<file path="config.mk">
export PLATFORM = sky130hd
export DESIGN_NAME = udp_rx
export DESIGN_NICKNAME = d
export VERILOG_FILES = /design/src/rtl/udp_rx_pkg.sv /design/src/rtl/ip_csum_acc.sv /design/src/rtl/udp_rx.sv
export SDC_FILE = /design/constraint.sdc
export NUM_CORES = 1
export LEC_CHECK = 0
export CAP_MARGIN = 20
export CORE_AREA = 2 2 237 169
export CTS_CLUSTER_DIAMETER = 40
export DETAILED_ROUTE_END_ITERATION = 10
export DIE_AREA = 0 0 239 171
export GPL_ROUTABILITY_DRIVEN = 1
export PLACE_DENSITY_LB_ADDON = 0.05
export RECOVER_POWER = 50
export SYNTH_ARGS = -nofsm -noshare
export SYNTH_HDL_FRONTEND = slang
export SYNTH_SLANG_ARGS = --single-unit
</file>
<file path="constraint.sdc">
create_clock -name clk -period 10.2 [get_ports clk]
set_input_delay 1.02 -clock clk [delete_from_list [all_inputs] [get_ports clk]]
set_output_delay 1.02 -clock clk [all_outputs]
set_load 0.005 [all_outputs]
</file>
<file path="src/rtl/udp_rx_pkg.sv">
// Shared types and constants for the GMII UDP receiver.
package udp_rx_pkg;

    typedef enum logic [6:0] {
        st_idle     = 7'b000_0001,
        st_preamble = 7'b000_0010,
        st_eth_head = 7'b000_0100,
        st_ip_head  = 7'b000_1000,
        st_udp_head = 7'b001_0000,
        st_rx_data  = 7'b010_0000,
        st_rx_end   = 7'b100_0000
    } state_t;

    localparam logic [15:0] ETH_TYPE_IPV4 = 16'h0800;
    localparam logic [7:0]  IP_PROTO_UDP  = 8'd17;
    localparam logic [7:0]  IPV4_VER_IHL  = 8'h45;

    localparam logic [7:0]  PREAMBLE_BYTE = 8'h55;
    localparam logic [7:0]  SFD_BYTE      = 8'hD5;
    // 0x55 bytes expected after the one that left idle
    localparam logic [15:0] PREAMBLE_TAIL = 16'd6;

    localparam logic [15:0] ETH_HEAD_LEN  = 16'd14;
    localparam logic [15:0] IP_HEAD_LEN   = 16'd20;
    localparam logic [15:0] UDP_HEAD_LEN  = 16'd8;

endpackage

</file>
<file path="src/rtl/ip_csum_acc.sv">
// Ones'-complement 16-bit accumulator; the end-around carry is folded on
// every add, so sum is always the folded result.
module ip_csum_acc (
    input  logic        clk,
    input  logic        rst_n,
    input  logic        clr,
    input  logic        add,
    input  logic [15:0] din,
    output logic [15:0] sum
);

    logic [15:0] acc;
    logic [16:0] raw;

    assign raw = {1'b0, acc} + {1'b0, din};
    assign sum = acc;

    always_ff @(posedge clk or negedge rst_n) begin
        if (!rst_n) begin
            acc <= '0;
        end else if (clr) begin
            acc <= '0;
        end else if (add) begin
            acc <= raw[15:0] + {15'd0, raw[16]};
        end
    end

endmodule

</file>
<file path="src/rtl/udp_rx.sv">
// GMII Ethernet II / IPv4 / UDP receiver delivering big-endian payload words.
// Optional IPv4 header checksum check: define UDP_RX_IP_CHECKSUM_EN.
module udp_rx
    import udp_rx_pkg::*;
#(
    parameter logic [47:0] BOARD_MAC = 48'h00_11_22_33_44_55,
    parameter logic [31:0] BOARD_IP  = {8'd192, 8'd168, 8'd1, 8'd123}
) (
    input  logic        clk,
    input  logic        rst_n,
    input  logic        gmii_rx_dv,
    input  logic [7:0]  gmii_rxd,
    output logic        rec_en,
    output logic [31:0] rec_data,
    output logic        rec_pkt_done,
    output logic [15:0] rec_byte_num,
    output logic [47:0] rec_src_mac,
    output logic [31:0] rec_src_ip
);

    state_t      state, next_state;
    logic [15:0] cnt;
    logic        skip_en, error_en;
    logic        count_en, word_done, commit_src;
    logic [39:0] des_mac;
    logic [47:0] mac_cand;
    logic [31:0] ip_cand;
    logic [15:0] udp_len;
    logic [15:0] data_num;
    logic        csum_err;

    assign data_num = udp_len - UDP_HEAD_LEN;

`ifdef UDP_RX_IP_CHECKSUM_EN
    logic [7:0]  csum_hi;
    logic [15:0] csum_sum;

    always_ff @(posedge clk or negedge rst_n) begin
        if (!rst_n) begin
            csum_hi <= '0;
        end else if (gmii_rx_dv && state == st_ip_head && !cnt[0]) begin
            csum_hi <= gmii_rxd;
        end
    end

    ip_csum_acc u_csum (
        .clk   (clk),
        .rst_n (rst_n),
        .clr   (state == st_eth_head),
        .add   (gmii_rx_dv && state == st_ip_head && cnt[0]),
        .din   ({csum_hi, gmii_rxd}),
        .sum   (csum_sum)
    );

    assign csum_err = (csum_sum != 16'hFFFF);
`else
    assign csum_err = 1'b0;
`endif

    always_ff @(posedge clk or negedge rst_n) begin
        if (!rst_n) begin
            state <= st_idle;
        end else begin
            state <= next_state;
        end
    end

    // Per-byte field checks: skip_en advances to the next section, error_en drops the frame
    always_comb begin
        skip_en  = 1'b0;
        error_en = 1'b0;
        if (gmii_rx_dv) begin
            case (state)
                st_idle: skip_en = (gmii_rxd == PREAMBLE_BYTE);
                st_preamble: begin
                    if (cnt < PREAMBLE_TAIL)        error_en = (gmii_rxd != PREAMBLE_BYTE);
                    else if (gmii_rxd == SFD_BYTE)  skip_en  = 1'b1;
                    else                            error_en = 1'b1;
                end
                st_eth_head: begin
                    if (cnt == 16'd5) begin
                        error_en = !(({des_mac, gmii_rxd} == BOARD_MAC) || ({des_mac, gmii_rxd} == '1));
                    end else if (cnt == 16'd12) begin
                        error_en = (gmii_rxd != ETH_TYPE_IPV4[15:8]);
                    end else if (cnt == ETH_HEAD_LEN - 16'd1) begin
                        error_en = (gmii_rxd != ETH_TYPE_IPV4[7:0]);
                        skip_en  = !error_en;
                    end
                end
                st_ip_head: begin
                    case (cnt)
                        16'd0:  error_en = (gmii_rxd != IPV4_VER_IHL);
                        16'd9:  error_en = (gmii_rxd != IP_PROTO_UDP);
                        16'd16: error_en = (gmii_rxd != BOARD_IP[31:24]);
                        16'd17: error_en = (gmii_rxd != BOARD_IP[23:16]);
                        16'd18: error_en = (gmii_rxd != BOARD_IP[15:8]);
                        16'd19: begin
                            error_en = (gmii_rxd != BOARD_IP[7:0]);
                            skip_en  = !error_en;
                        end
                        default: ;
                    endcase
                end
                st_udp_head: begin
                    if (cnt == 16'd0 && csum_err) begin
                        error_en = 1'b1;
                    end else if (cnt == UDP_HEAD_LEN - 16'd1) begin
                        error_en = (udp_len <= UDP_HEAD_LEN);
                        skip_en  = !error_en;
                    end
                end
                st_rx_data: skip_en = (cnt == data_num - 16'd1);
                default: ;
            endcase
        end
    end

    always_comb begin
        next_state = state;
        case (state)
            st_idle:   if (skip_en) next_state = st_preamble;
            st_rx_end: if (!gmii_rx_dv) next_state = st_idle;
            default: begin
                if (!gmii_rx_dv) begin
                    next_state = st_idle;
                end else if (error_en) begin
                    next_state = st_rx_end;
                end else if (skip_en) begin
                    case (state)
                        st_preamble: next_state = st_eth_head;
                        st_eth_head: next_state = st_ip_head;
                        st_ip_head:  next_state = st_udp_head;
                        st_udp_head: next_state = st_rx_data;
                        st_rx_data:  next_state = st_rx_end;
                        default:     next_state = st_idle;
                    endcase
                end
            end
        endcase
    end

    always_comb begin
        count_en   = gmii_rx_dv && (state != st_idle) && (state != st_rx_end);
        word_done  = 1'b0;
        commit_src = 1'b0;
        if (gmii_rx_dv && state == st_rx_data) begin
            word_done = (cnt[1:0] == 2'd3) || skip_en;
        end
        if (state == st_udp_head && next_state == st_rx_data) begin
            commit_src = 1'b1;
        end
    end

    always_ff @(posedge clk or negedge rst_n) begin
        if (!rst_n) begin
            cnt          <= '0;
            des_mac      <= '0;
            mac_cand     <= '0;
            ip_cand      <= '0;
            udp_len      <= '0;
            rec_en       <= 1'b0;
            rec_data     <= '0;
            rec_pkt_done <= 1'b0;
            rec_byte_num <= '0;
            rec_src_mac  <= '0;
            rec_src_ip   <= '0;
        end else begin
            rec_en       <= 1'b0;
            rec_pkt_done <= 1'b0;
            if (next_state != state) cnt <= '0;
            else if (count_en)       cnt <= cnt + 16'd1;

            if (gmii_rx_dv) begin
                case (state)
                    st_eth_head: begin
                        if (cnt < 16'd5)       des_mac  <= {des_mac[31:0], gmii_rxd};
                        else if (cnt < 16'd12) mac_cand <= {mac_cand[39:0], gmii_rxd};
                    end
                    st_ip_head: begin
                        if (cnt >= 16'd12 && cnt < 16'd16) ip_cand <= {ip_cand[23:0], gmii_rxd};
                    end
                    st_udp_head: begin
                        if (cnt == 16'd4) udp_len[15:8] <= gmii_rxd;
                        if (cnt == 16'd5) udp_len[7:0]  <= gmii_rxd;
                    end
                    st_rx_data: begin
                        // Writing byte 0 of a word clears the rest, so a short last word is zero-filled
                        case (cnt[1:0])
                            2'd0:    rec_data        <= {gmii_rxd, 24'h0};
                            2'd1:    rec_data[23:16] <= gmii_rxd;
                            2'd2:    rec_data[15:8]  <= gmii_rxd;
                            default: rec_data[7:0]   <= gmii_rxd;
                        endcase
                        rec_en <= word_done;
                        if (skip_en) begin
                            rec_pkt_done <= 1'b1;
                            rec_byte_num <= data_num;
                        end
                    end
                    default: ;
                endcase
            end

            if (commit_src) begin
                rec_src_mac <= mac_cand;
                rec_src_ip  <= ip_cand;
            end
        end
    end

endmodule
</file>
Yosys cells after proc, flatten, opt, wreduce, memory -nomap -nowiden. Index checks and enable logic that the tools add are counted.

Bitwise logic cells: 2. Mux-type cells: 37. Reduce and logical (&&, ||, !) cells: 28. $add $sub $neg: 3. Equal/unequal tests: 37. $lt $le $gt $ge: 6.

Operators with widths (count): $eq A16 B5 Y1 const B (4); $eq A16 B3 Y1 const B (3); $eq A16 B4 Y1 const B (3); $eq A48 B37 Y1 const B (1); $eq A48 B48 Y1 const B (1); $pmux W8 S2 (3); $mux W7 (5); $pmux W7 S5 (1); $lt A16 B3 Y1 const B (2); $mux W16 (2); $reduce_and A3 Y1 (9); $ne A8 B7 Y1 const B (3); $mux W1 (22); $add A16 B1 Y16 const B (1); $eq A16 B16 Y1 (1); $ge A16 B4 Y1 const B (1); $le A16 B4 Y1 const B (1); $logic_not A16 Y1 (1); $lt A16 B4 Y1 const B (1); $lt A16 B5 Y1 const B (1); $ne A8 B8 Y1 const B (2); $sub A16 B1 Y16 const B (1); $sub A16 B4 Y16 const B (1); $eq A7 B6 Y1 const B (2); 28 further kinds (41).

Bits in registers: 289. Output and inout port bits: 130. Logic and storage cells: 129. Bits of input ports: 11.

Longest topological paths before layout. Gate-level depths: netlist of the first run.

Word-level depth: 14. Gate-level depth with buffers: 14. Mapped depth without buffers: 11.

Worst setup path after synthesis of the first run. No wires, ideal clock.

Path type: input to register. Start: in gmii_rxd[7]. End: reg state[1]. Stages: 10. Setup slack: 6.976 ns. Arrival: 3.159 ns. Library setup time: 0.065 ns. Buffers on the path: 1. Required time: 10.135 ns. Path through: clkbuf_1 -> nor4bb_1 -> nand4_1 -> nor3b_1 -> o311a_1 -> o41ai_1 -> a31oi_1 -> nor3_1 -> and2_1 -> mux2_2.

Cells in the longest elaborated chain, start to end: 11. Elaborated cells between the ends (all ways): 38. Those cells by class: eq/ne (12); mux (21); reduce/logical (5).

Ends and longest elaborated chain: from (decl) (line udp_rx.sv:12) `input logic [7:0] gmii_rxd,`; $reduce_bool A8 Y1 (line udp_rx.sv:86) `error_en = (gmii_rxd != ETH_TYPE_IPV4[7:0]);`; $logic_not A1 Y1 (line udp_rx.sv:87) `skip_en = !error_en;`; $mux W1 (line udp_rx.sv:85) `end else if (cnt == ETH_HEAD_LEN - 16'd1) begin`; $mux W1 (line udp_rx.sv:83) `end else if (cnt == 16'd12) begin`; $mux W1 (line udp_rx.sv:81) `if (cnt == 16'd5) begin`; $pmux W1 S6 (line udp_rx.sv:73) `case (state)`; $mux W1 (line udp_rx.sv:72) `if (gmii_rx_dv) begin`; $mux W7 (line udp_rx.sv:128) `end else if (skip_en) begin`; $mux W7 (line udp_rx.sv:126) `end else if (error_en) begin`; $mux W7 (line udp_rx.sv:124) `if (!gmii_rx_dv) begin`; $pmux W7 S2 * (line udp_rx.sv:120) `case (state)`; net next_state[1] (line udp_rx.sv:21) `state_t state, next_state;`; to (signal assigned) (line udp_rx.sv:62) `state <= st_idle;`; to (signal assigned) (line udp_rx.sv:64) `state <= next_state;`; to (decl) (line udp_rx.sv:21).

The timed path passes the listed nets; every way through them passes the cells marked *. A chain may end at the register's enable or synchronous reset.

Worst setup path in the final report of the first run.
Start: reg udp_len[3]. End: reg cnt[13].

Cells in the longest elaborated chain, start to end: 11. Elaborated cells between the ends (all ways): 19. Those cells by class: add/sub (2); order compare (1); eq/ne (2); mux (12); reduce/logical (2).

Ends and longest elaborated chain: from (decl) (line udp_rx.sv:28) `logic [15:0] udp_len;`; from (signal assigned) (line udp_rx.sv:184) `if (cnt == 16'd5) udp_len[7:0] <= gmii_rxd;`; $sub A16 B4 Y16 * (line udp_rx.sv:32) `assign data_num = udp_len - UDP_HEAD_LEN;`; net data_num[3] (line udp_rx.sv:29) `logic [15:0] data_num;`; $sub A16 B1 Y16 * (line udp_rx.sv:112) `st_rx_data: skip_en = (cnt == data_num - 16'd1);`; $eq A16 B16 Y1 * (line udp_rx.sv:112); $pmux W1 S6 * (line udp_rx.sv:73); $mux W1 * (line udp_rx.sv:72); $mux W7 (line udp_rx.sv:128); $mux W7 (line udp_rx.sv:126); $mux W7 (line udp_rx.sv:124); $pmux W7 S2 * (line udp_rx.sv:120); $ne A7 B7 Y1 * (line udp_rx.sv:170) `if (next_state != state) cnt <= '0;`; $mux W16 / $reduce_bool A2 Y1 (equally long branches); to (signal assigned) (line udp_rx.sv:171) `else if (count_en) cnt <= cnt + 16'd1;`; to (decl) (line udp_rx.sv:22) `logic [15:0] cnt;`.

Marks and branches as above.

==> results of run 1 <==
==> layout by cell type (no fill, tap or decap), types with 9 or more instances in the layout <==
cell,Yosys,routed
a21oi_1,12,12
a22o_1,16,16
clkbuf_1,40,9
clkbuf_16,0,45
clkdlybuf4s50_1,0,16
dfrtp_1,288,288
dlygate4sd3_1,0,123
inv_1,17,17
mux2_2,227,227
nand2_1,48,48
nand3_1,21,20
nand4_1,25,25
nor2_1,35,35
nor2b_1,9,9
nor3_1,35,34
nor4_1,24,24
o21ai_0,25,25
xnor2_1,35,35
xor2_1,17,17
==> power by group through the flow <==
stage | Sequential (W) | Clock, W | Combinational [W]
detailed placement | 0.00118 | 0 | 0.0000919
global route | 0.00116 | 0.00154 | 0.000101
CTS | 0.00116 | 0.00149 | 0.0000922
global placement | 0.00118 | 0 | 0.0000918
finish | 0.00116 | 0.00145 | 0.0000890
floorplan | 0.00117 | 0 | 0.0000445
==> Yosys cell counts, types with 8 or more instances <==
library cell / number
ha_1: 8
nand2_1: 48
nor4_1: 24
a22o_1: 16
nand4_1: 25
o21ai_0: 25
nor3_1: 35
mux2_4: 8
nor2b_1: 9
xor2_1: 17
nand3_1: 21
xnor2_1: 35
a21oi_1: 12
clkbuf_1: 40
nor2_1: 35
buf_2: 13
dfrtp_1: 288
mux2_2: 227
inv_1: 17
==> routing by layer <==
| metal | vias up | track usage [%] |
|---|---|---|
| li1 | 4034 | - |
| met1 | 4360 | 25.7 |
| met2 | 198 | 23.5 |
| met3 | 53 | 3.79 |
| met4 | 0 | 4.46 |
| met5 | - | 0 |
==> state kept, by name, summed over array words and instances (netlist names) <==
register,count
mac_cand,48
rec_src_mac,48
des_mac,40
ip_cand,32
rec_data,32
rec_src_ip,32
cnt,16
rec_byte_num,16
udp_len,16
state,7
rec_en,1
rec_pkt_done,1
==> worst reg2reg max path: cells and delay by family, from the launching register on <==
family / cells / cell delay, ns
DFF: 1 / 0.59
xor gates and xnor gates: 1 / 0.54
muxes: 1 / 0.15
adders and majority gates: 1 / 0.30
and+or+nand+nor: 5 / 1.30
AOI/OAI and AO/OA: 2 / 1.44
buffers and inverters: 1 / 0.12
==> worst paths after layout <==
path,slack [ns],startpoint,to
worst max-delay path,5.60,udp_len[3],cnt[13]
worst min-delay path,0.48,rec_data[0],rec_data[0]
worst max register to register,5.60,udp_len[3],cnt[13]
min in group asynchronous,0.56,rst_n,cnt[6]
max in group asynchronous,5.73,rst_n,rec_src_mac[18]
worst min register to register,0.48,rec_data[0],rec_data[0]
==> final cells by class <==
cell class,count,area [um^2],share of cell area (%)
inverters,17,63.8,0.391
multi-input cells,659,5500,33.7
well taps,504,631,3.86
flip-flops and latches,289,7230,44.3
clock buffers,54,1180,7.22
clock inverters,24,230,1.41
repair buffers,150,1490,9.15
==> kinds of logic after synthesis <==
family,after synthesis,synth area share [%]
buffers and inverters,74,2.35
AOI/OAI and AO/OA,98,5.56
muxes,241,21.0
DFF,289,55.6
xor gates and xnor gates,53,3.67
and+or+nand+nor,259,11.0
adders and majority gates,8,0.769
==> per-stage QoR <==
stage	std cells	util (%)	total power, W	setup WS [ns]
floorplan	1022	-	0.00122	6.98
global placement	1618	38.3	0.00127	5.31
detailed placement	1618	38.3	0.00127	5.28
CTS	1696	41.9	0.00274	5.57
global route	1697	42.0	0.00280	4.83
finish	1697	42.0	0.00269	5.60
==> results.cfg, run 1 <==
[routing]
antenna_left = 0
drt-vias-per-instance = 5.09
highest_layer = met4
wl_met1_um = 17200
drt-total-wl_um = 33800
wl_met2_um = 14100
met3_length_um = 1820
drc = 0
firstDrtPassIters = 5
vias = 8645
drtIter0Drc = 614
wl_per_cell_um = 19.9

[setup_path]
reg2reg_depth = 11
cp-start-kind = register
arrival_ns = 4.97
end_kind = register
critPathMaxStageDelay_ns = 0.79
path_delay_family = compound AO/OA/AOI/OAI gates
path_max_fanout = 16
path_cells = inv_1, ha_1, xnor2_1, nand3_1, a211oi_1, nor4b_1, mux2i_1, nor3_2, nand4_1, a31oi_2, nor3_1
path_depth = 11
cp_slowest_cell = a31oi_2
crit_buf_inv = 1
criticalPathCategory = reg -> reg
critical_path_required_ns = 10.57

[power_and_ir_drop]
combPwrFrac_pct = 3.3
p_per_area_nw_per_um2 = 165
power_frac_seq_pct = 43.0
power.switching_w = 0.000637
p_int_w = 0.00205
worst_ir_drop_vdd_mv = 0.133
sw_frac_of_total_pct = 23.7
pwr-share-clk_pct = 53.7
p_leak_nw = 7.95

[sta]
worst_clock_skew_ns = 0.0197
maxSlewViolCount = 124
tns_ns = 0
fmax_mhz = 217
finalSetupViolations = 0
min_period_ns = 4.60
rsz0062_at_grt = no
finalHoldViolCount = 0
worst_pin_slew_ns = 3.46
fin_hold_ws_ns = 0.478
min_period_over_period_pct = 45.1
slew_headroom_pct = -131

[cts]
cts_tree = yes
root_buffer = clkbuf_16
cts_resized = 0
cts.sinks = 289
cts_max_path_buffers = 3
cts_setup_buffers = 0
cts_max_level = 2
cts_made_buffers = 42
clock_latency_ns = 0.54
holdBufCountCts = 0
clk_pin_slew_ns = 0.05

[yosys]
synth_top_area_share_pct = 55.4
yosysSeqAreaShare_pct = 55.6
synth_edf_count = 0
synth_area_leader_cell = dfrtp_1
syn_avg_cell_area_um2 = 12.7
synthesis.area_um2 = 13000
synth.area.top_cells = dfrtp_1 55%, mux2_2 20%, xnor2_1 2.4%, nand2_1 1.4%, nor3_1 1.3%
netlist_instances = 1022
ys.flop_type = dfrtp_1
ys_seq_elements = 289
ys_types = 75
syn-num-nets = 1041
async_reset_ff_share_pct = 100
yosys_warnings = 0

[grt]
grt_pass1_wl_um = 53000
grt_pass1_vias = 8657
grt.overflow.total = 0
grt_max_degree = 113
grt_usage_pct = 16.8
antenna_found_initial = 0

[floorplanning]
num_io_pins = 141
dieHeight_um = 171
rows = 61
die-area_um2 = 40900
die_x_um = 239
coreArea_um2 = 38900
initial_utilization_pct = 33.4

[final_layout]
final_nets = 1178
fill_cells = 3695
final_area_um2 = 16300
final_layout_size_suffix_gt1_share_pct = 28.3
antennaDiodeCount = 0
areaGrowthSynthToFinish_pct = 25.5

[job]
maxCapViolCount = 2

[min_path]
hold_path.class = reg -> reg
min_delay_path_depth = 2

[outcome]
status = complete, but fails checks
violations = max-capacitance violations, max-slew violations

[placed_design]
hpwl_um = 22600
place.port_buffers = 140
gp_congestion = 0.829
placed_area_um2 = 14900
No activity file was read; power rests on OpenSTA's default activity.
==> run 2, diff against run 1 <==
==> constraint.sdc (replaced) <==
create_clock -name clk -period 4.54 [get_ports clk]
set_input_delay 0.454 -clock clk [delete_from_list [all_inputs] [get_ports clk]]
set_output_delay 0.454 -clock clk [all_outputs]
set_load 0.005 [all_outputs]
==> results.cfg, run 2 (synthesized netlist as in run 1, its figures left out) <==
[routing]
drt-vias-per-instance = 5.11
drtIter0Drc = 538
drt-total-wl_um = 34000
antenna_left = 0
firstDrtPassIters = 4
vias = 8740
drc = 0
wl_per_cell_um = 19.9

[sta]
fmax_mhz = 260
min_period_ns = 3.85
finalSetupViolations = 0
worst_pin_slew_ns = 2.85
tns_ns = 0
slew_headroom_pct = -89.8
maxSlewViolCount = 106
worst_clock_skew_ns = 0.0214
min_period_over_period_pct = 84.8
rsz0062_at_grt = no
finalHoldViolCount = 0

[cts]
clk_pin_slew_ns = 0.05
cts_resized = 0
cts.sinks = 289
root_buffer = clkbuf_16
cts_max_level = 2
cts_max_path_buffers = 3
holdBufCountCts = 0
cts_made_buffers = 42
clock_latency_ns = 0.54
cts_tree = yes
cts_setup_buffers = 0

[setup_path]
path_cells = inv_1, ha_1, xnor2_1, buf_4, nand3_1, a211oi_1, nor4b_1, mux2i_1, nor3_2, nand4_1, nand2_1, mux2_2
cp-start-kind = register
reg2reg_from = udp_len[3]
r2r_setup_slack_ns = 0.69
end_kind = register
path_max_fanout = 11
arrival_ns = 4.27
criticalPathCategory = reg -> reg
reg2reg_depth = 12
rr_endpoint = state[1]
critPathLaunch = udp_len[3]
cp_slowest_cell = dfrtp_1
crit_end = state[1]
critical_path_required_ns = 4.96
critPathMaxStageDelay_ns = 0.60

[final_layout]
final_util_pct = 42.6
final_nets = 1197
areaGrowthSynthToFinish_pct = 27.5
layout_commonest_cell = dfrtp_1
final_layout_size_suffix_gt1_share_pct = 29.7
layout_common_cells = 288 x dfrtp_1, 227 x mux2_2, 74 x clkdlybuf4s50_1, 65 x dlygate4sd3_1, 48 x nand2_1
antennaDiodeCount = 0
largest_registers = mac_cand: 48 flops, rec_src_mac: 48 flops, des_mac: 40 flops

[placed_design]
gp_congestion = 0.847
hpwl_um = 23000
place.port_buffers = 140

[grt]
grt_pass1_wl_um = 53400
grt_usage_pct = 16.9
grt.overflow.total = 0
antenna_found_initial = 0
grt_pass1_vias = 8854
grt_max_degree = 108

[power_and_ir_drop]
power_frac_seq_pct = 41.9
sw_frac_of_total_pct = 22.7
combPwrFrac_pct = 3.5
power.switching_w = 0.00141
pwr-share-clk_pct = 54.6
p_leak_nw = 7.85
p_per_area_nw_per_um2 = 374
p_int_w = 0.00480
worst_ir_drop_vdd_mv = 0.273

[floorplanning]
dieHeight_um = 171
die_x_um = 239
num_io_pins = 141
coreArea_um2 = 38900
die-area_um2 = 40900
initial_utilization_pct = 33.4
rows = 61

[outcome]
status = complete, but fails checks
violations = max-capacitance violations, max-slew violations

[min_path]
hold_path.class = reg -> reg

[job]
maxCapViolCount = 1
-- run 2: worst min path at each step --
stage / start / endpoint / slack, ns / cells after the start
final: rec_data[3] / rec_data[3] / 0.48 / 2
after global routing: rec_data[3] / rec_data[3] / 0.50 / 2
after CTS: rst_n / rec_data[10] / 0.03 / 1
after detailed placement: rec_data[3] / rec_data[3] / 0.48 / 2
after global placement: rec_data[4] / rec_data[4] / 0.47 / 2
after floorplan: rst_n / cnt[0] / 0.16 / 0
-- run 2: critical path: cells and delay by family, from the launching register on --
family,cells,cell delay (ns)
xor+xnor,1,0.17
flops,1,0.60
compound gates,1,0.56
simple gates,5,1.30
mux,2,0.52
buf+inv,2,0.29
fa+ha+maj,1,0.29
-- run 2: layout make-up --
class,count,area (um^2)
flip-flops and latches,289,7230
clock buffers,54,1200
well taps,504,631
inverters,17,63.8
clock inverters,20,284
repair buffers,169,1670
multi-input cells,659,5500
fillers,3675,22300
-- run 2: layer usage --
| metal | global-route usage, % | share of wire (%) |
|---|---|---|
| met1 | 25.7 | 51 |
| met2 | 23.8 | 41 |
| met3 | 4.23 | 5.7 |
| met4 | 3.70 | 1.3 |
| met5 | 0 | 0 |
-- run 2: power groups by stage --
stage / combinational [W] / sequential [W] / clock (W)
6_report: 0.000217 / 0.00260 / 0.00339
3_3_place_gp: 0.000223 / 0.00264 / 0
2_1_floorplan: 0.000100 / 0.00263 / 0
3_5_place_dp: 0.000221 / 0.00264 / 0
5_1_grt: 0.000242 / 0.00260 / 0.00360
4_1_cts: 0.000221 / 0.00260 / 0.00349
-- run 2: per-stage QoR --
stage | total power [W] | cells | setup slack, ns | cell area (um^2) | hold slack, ns
floorplan | 0.00273 | 1022 | 1.33 | 13000 | 0.158
global placement | 0.00287 | 1638 | 0.240 | 15100 | 0.467
detailed placement | 0.00286 | 1638 | 0.255 | 15100 | 0.482
CTS | 0.00631 | 1712 | 0.658 | 16600 | 0.0292
global route | 0.00644 | 1712 | 0.396 | 16600 | 0.504
finish | 0.00621 | 1712 | 0.690 | 16600 | 0.479
==> run 3, diff against run 2 <==
==> constraint.sdc (replaced) <==
create_clock -name clk -period 3.75 [get_ports clk]
set_input_delay 0.375 -clock clk [delete_from_list [all_inputs] [get_ports clk]]
set_output_delay 0.375 -clock clk [all_outputs]
set_load 0.005 [all_outputs]
==> results.cfg, run 3 (synthesized netlist as in run 1, its figures left out) <==
[sta]
maxSlewViolCount = 80
worst_pin_slew_ns = 2.17
finalSetupViolations = 0
tns_ns = 0
min_period_over_period_pct = 91.0
finalHoldViolCount = 0
worst_clock_skew_ns = 0.0177
min_period_ns = 3.41
fmax_mhz = 293
slew_headroom_pct = -44.4
rsz0062_at_grt = no

[setup_path]
path_delay_family = simple AND/OR/NAND/NOR gates
reg2reg_depth = 10
end_kind = register
critPathLaunch = cnt[6]
path_max_fanout = 8
criticalPathCategory = reg -> reg
reg2reg_from = cnt[6]
path_cells = nor4_1, nand4b_1, and4bb_1, xnor2_1, o311ai_2, a31oi_1, nor3_1, buf_4, nand4_1, mux2i_1
critPathMaxStageDelay_ns = 0.71
crit_buf_inv = 1
arrival_ns = 3.85
cp_slowest_cell = nor4_1
rr_endpoint = state[4]
cp-start-kind = register
crit_end = state[4]
r2r_setup_slack_ns = 0.34
critical_path_required_ns = 4.19
path_depth = 10

[routing]
firstDrtPassIters = 5
drtIter0Drc = 718
drc = 0
vias = 8908
wl_per_cell_um = 19.9
drt-vias-per-instance = 5.15
antenna_left = 0
drt-total-wl_um = 34400

[floorplanning]
die_x_um = 239
num_io_pins = 141
die-area_um2 = 40900
coreArea_um2 = 38900
initial_utilization_pct = 33.4
rows = 61
dieHeight_um = 171

[cts]
clock_latency_ns = 0.53
cts.sinks = 289
cts_setup_buffers = 0
cts_max_level = 2
cts_tree = yes
clk_pin_slew_ns = 0.06
root_buffer = clkbuf_16
cts_made_buffers = 40
cts_max_path_buffers = 3

[final_layout]
final_util_pct = 42.7
largest_registers = mac_cand: 48 flops, rec_src_mac: 48 flops, des_mac: 40 flops
layout_commonest_cell = dfrtp_1
areaGrowthSynthToFinish_pct = 27.6
final_nets = 1217
final_area_um2 = 16600
antennaDiodeCount = 0
fill_cells = 3675
layout_common_cells = 288 x dfrtp_1, 227 x mux2_2, 74 x clkdlybuf4s50_1, 66 x dlygate4sd3_1, 48 x nand2_1
instances_no_fill = 1731
final_layout_size_suffix_gt1_share_pct = 30.7

[grt]
grt_pass1_wl_um = 54200
grt.overflow.total = 0
antenna_found_initial = 0
grt_max_degree = 80
grt_pass1_vias = 8875
grt_usage_pct = 17.2

[placed_design]
gp_congestion = 0.867
placed_area_um2 = 15300
hpwl_um = 23700
place_inst = 1659
place.port_buffers = 140

[outcome]
status = complete, but fails checks
violations = max-capacitance violations, max-slew violations

[job]
maxCapViolCount = 1

[power_and_ir_drop]
p_leak_nw = 7.91
p_per_area_nw_per_um2 = 430
worst_ir_drop_vdd_mv = 0.259
finalPower_w = 0.00714

[min_path]
hold_path.class = reg -> reg
run 3: cell types whose count changed in the layout (fill, tap and decap cells not counted), sizes merged:
cell | previous run | this run
clkinv | 2 | 10
clkinvlp | 10 | 7
dlygate4sd3 | 65 | 66
bufinv | 5 | 3
buf | 28 | 46
clkbuf | 56 | 51
inv | 20 | 22
run 3: worst min-delay path, stage by stage (launching register included):
cell and delay [ns]:
dfrtp_1 0.34, nand2_1 0.04, o21ai_0 0.06
run 3: where the power goes:
group	leakage (nW)	internal (W)	switching [W]	total (W)
combinational	3.25	0.0000733	0.000201	0.000274
clock	0.627	0.00226	0.00147	0.00373
sequential	4.03	0.00313	0.0000163	0.00314
run 3: layer usage:
layer,track usage (%),wire (um),vias up
met5,0,0,-
met4,4.16,596,0
met3,3.89,2150,44
met2,23.3,13900,264
met1,27.1,17700,4495
li1,-,-,4105
run 3: how the worst min path moves through the flow:
stage / start / endpoint / cells past startpoint
2_1_floorplan: rst_n / cnt[0] / 0
3_3_place_gp: rst_n / rec_byte_num[6] / 1
3_5_place_dp: rst_n / rec_byte_num[6] / 1
4_1_cts: rst_n / rec_byte_num[13] / 2
5_1_grt: rec_src_ip[19] / rec_src_ip[19] / 1
6_report: rec_data[2] / rec_data[2] / 2
run 3: timing repair:
| item | in CTS | in global routing |
|---|---|---|
| endpoints found under the setup margin | 0 | 0 |
| hold buffers | 1 | 0 |
| gates resized for setup | 0 | 0 |
| endpoints found under the hold margin | 74 | 0 |
run 3: final cells by class:
cell class	count	area, um^2	area share (%)
Clock buffer	46	1050	6.34
Clock inverter	25	270	1.63
Sequential cell	289	7230	43.6
Inverter	17	63.8	0.384
Tap cell	504	631	3.80
Multi-Input combinational cell	659	5500	33.1
Timing Repair Buffer	191	1850	11.2
run 3: stage by stage:
| step | worst slack (ns) | hold WS (ns) |
|---|---|---|
| 2_1_floorplan | 0.539 | 0.0794 |
| 6_report | 0.338 | 0.479 |
| 4_1_cts | 0.340 | 0.483 |
| 5_1_grt | 0.0444 | 0.509 |
| 3_3_place_gp | 0.159 | 0.434 |
| 3_5_place_dp | 0.169 | 0.436 |
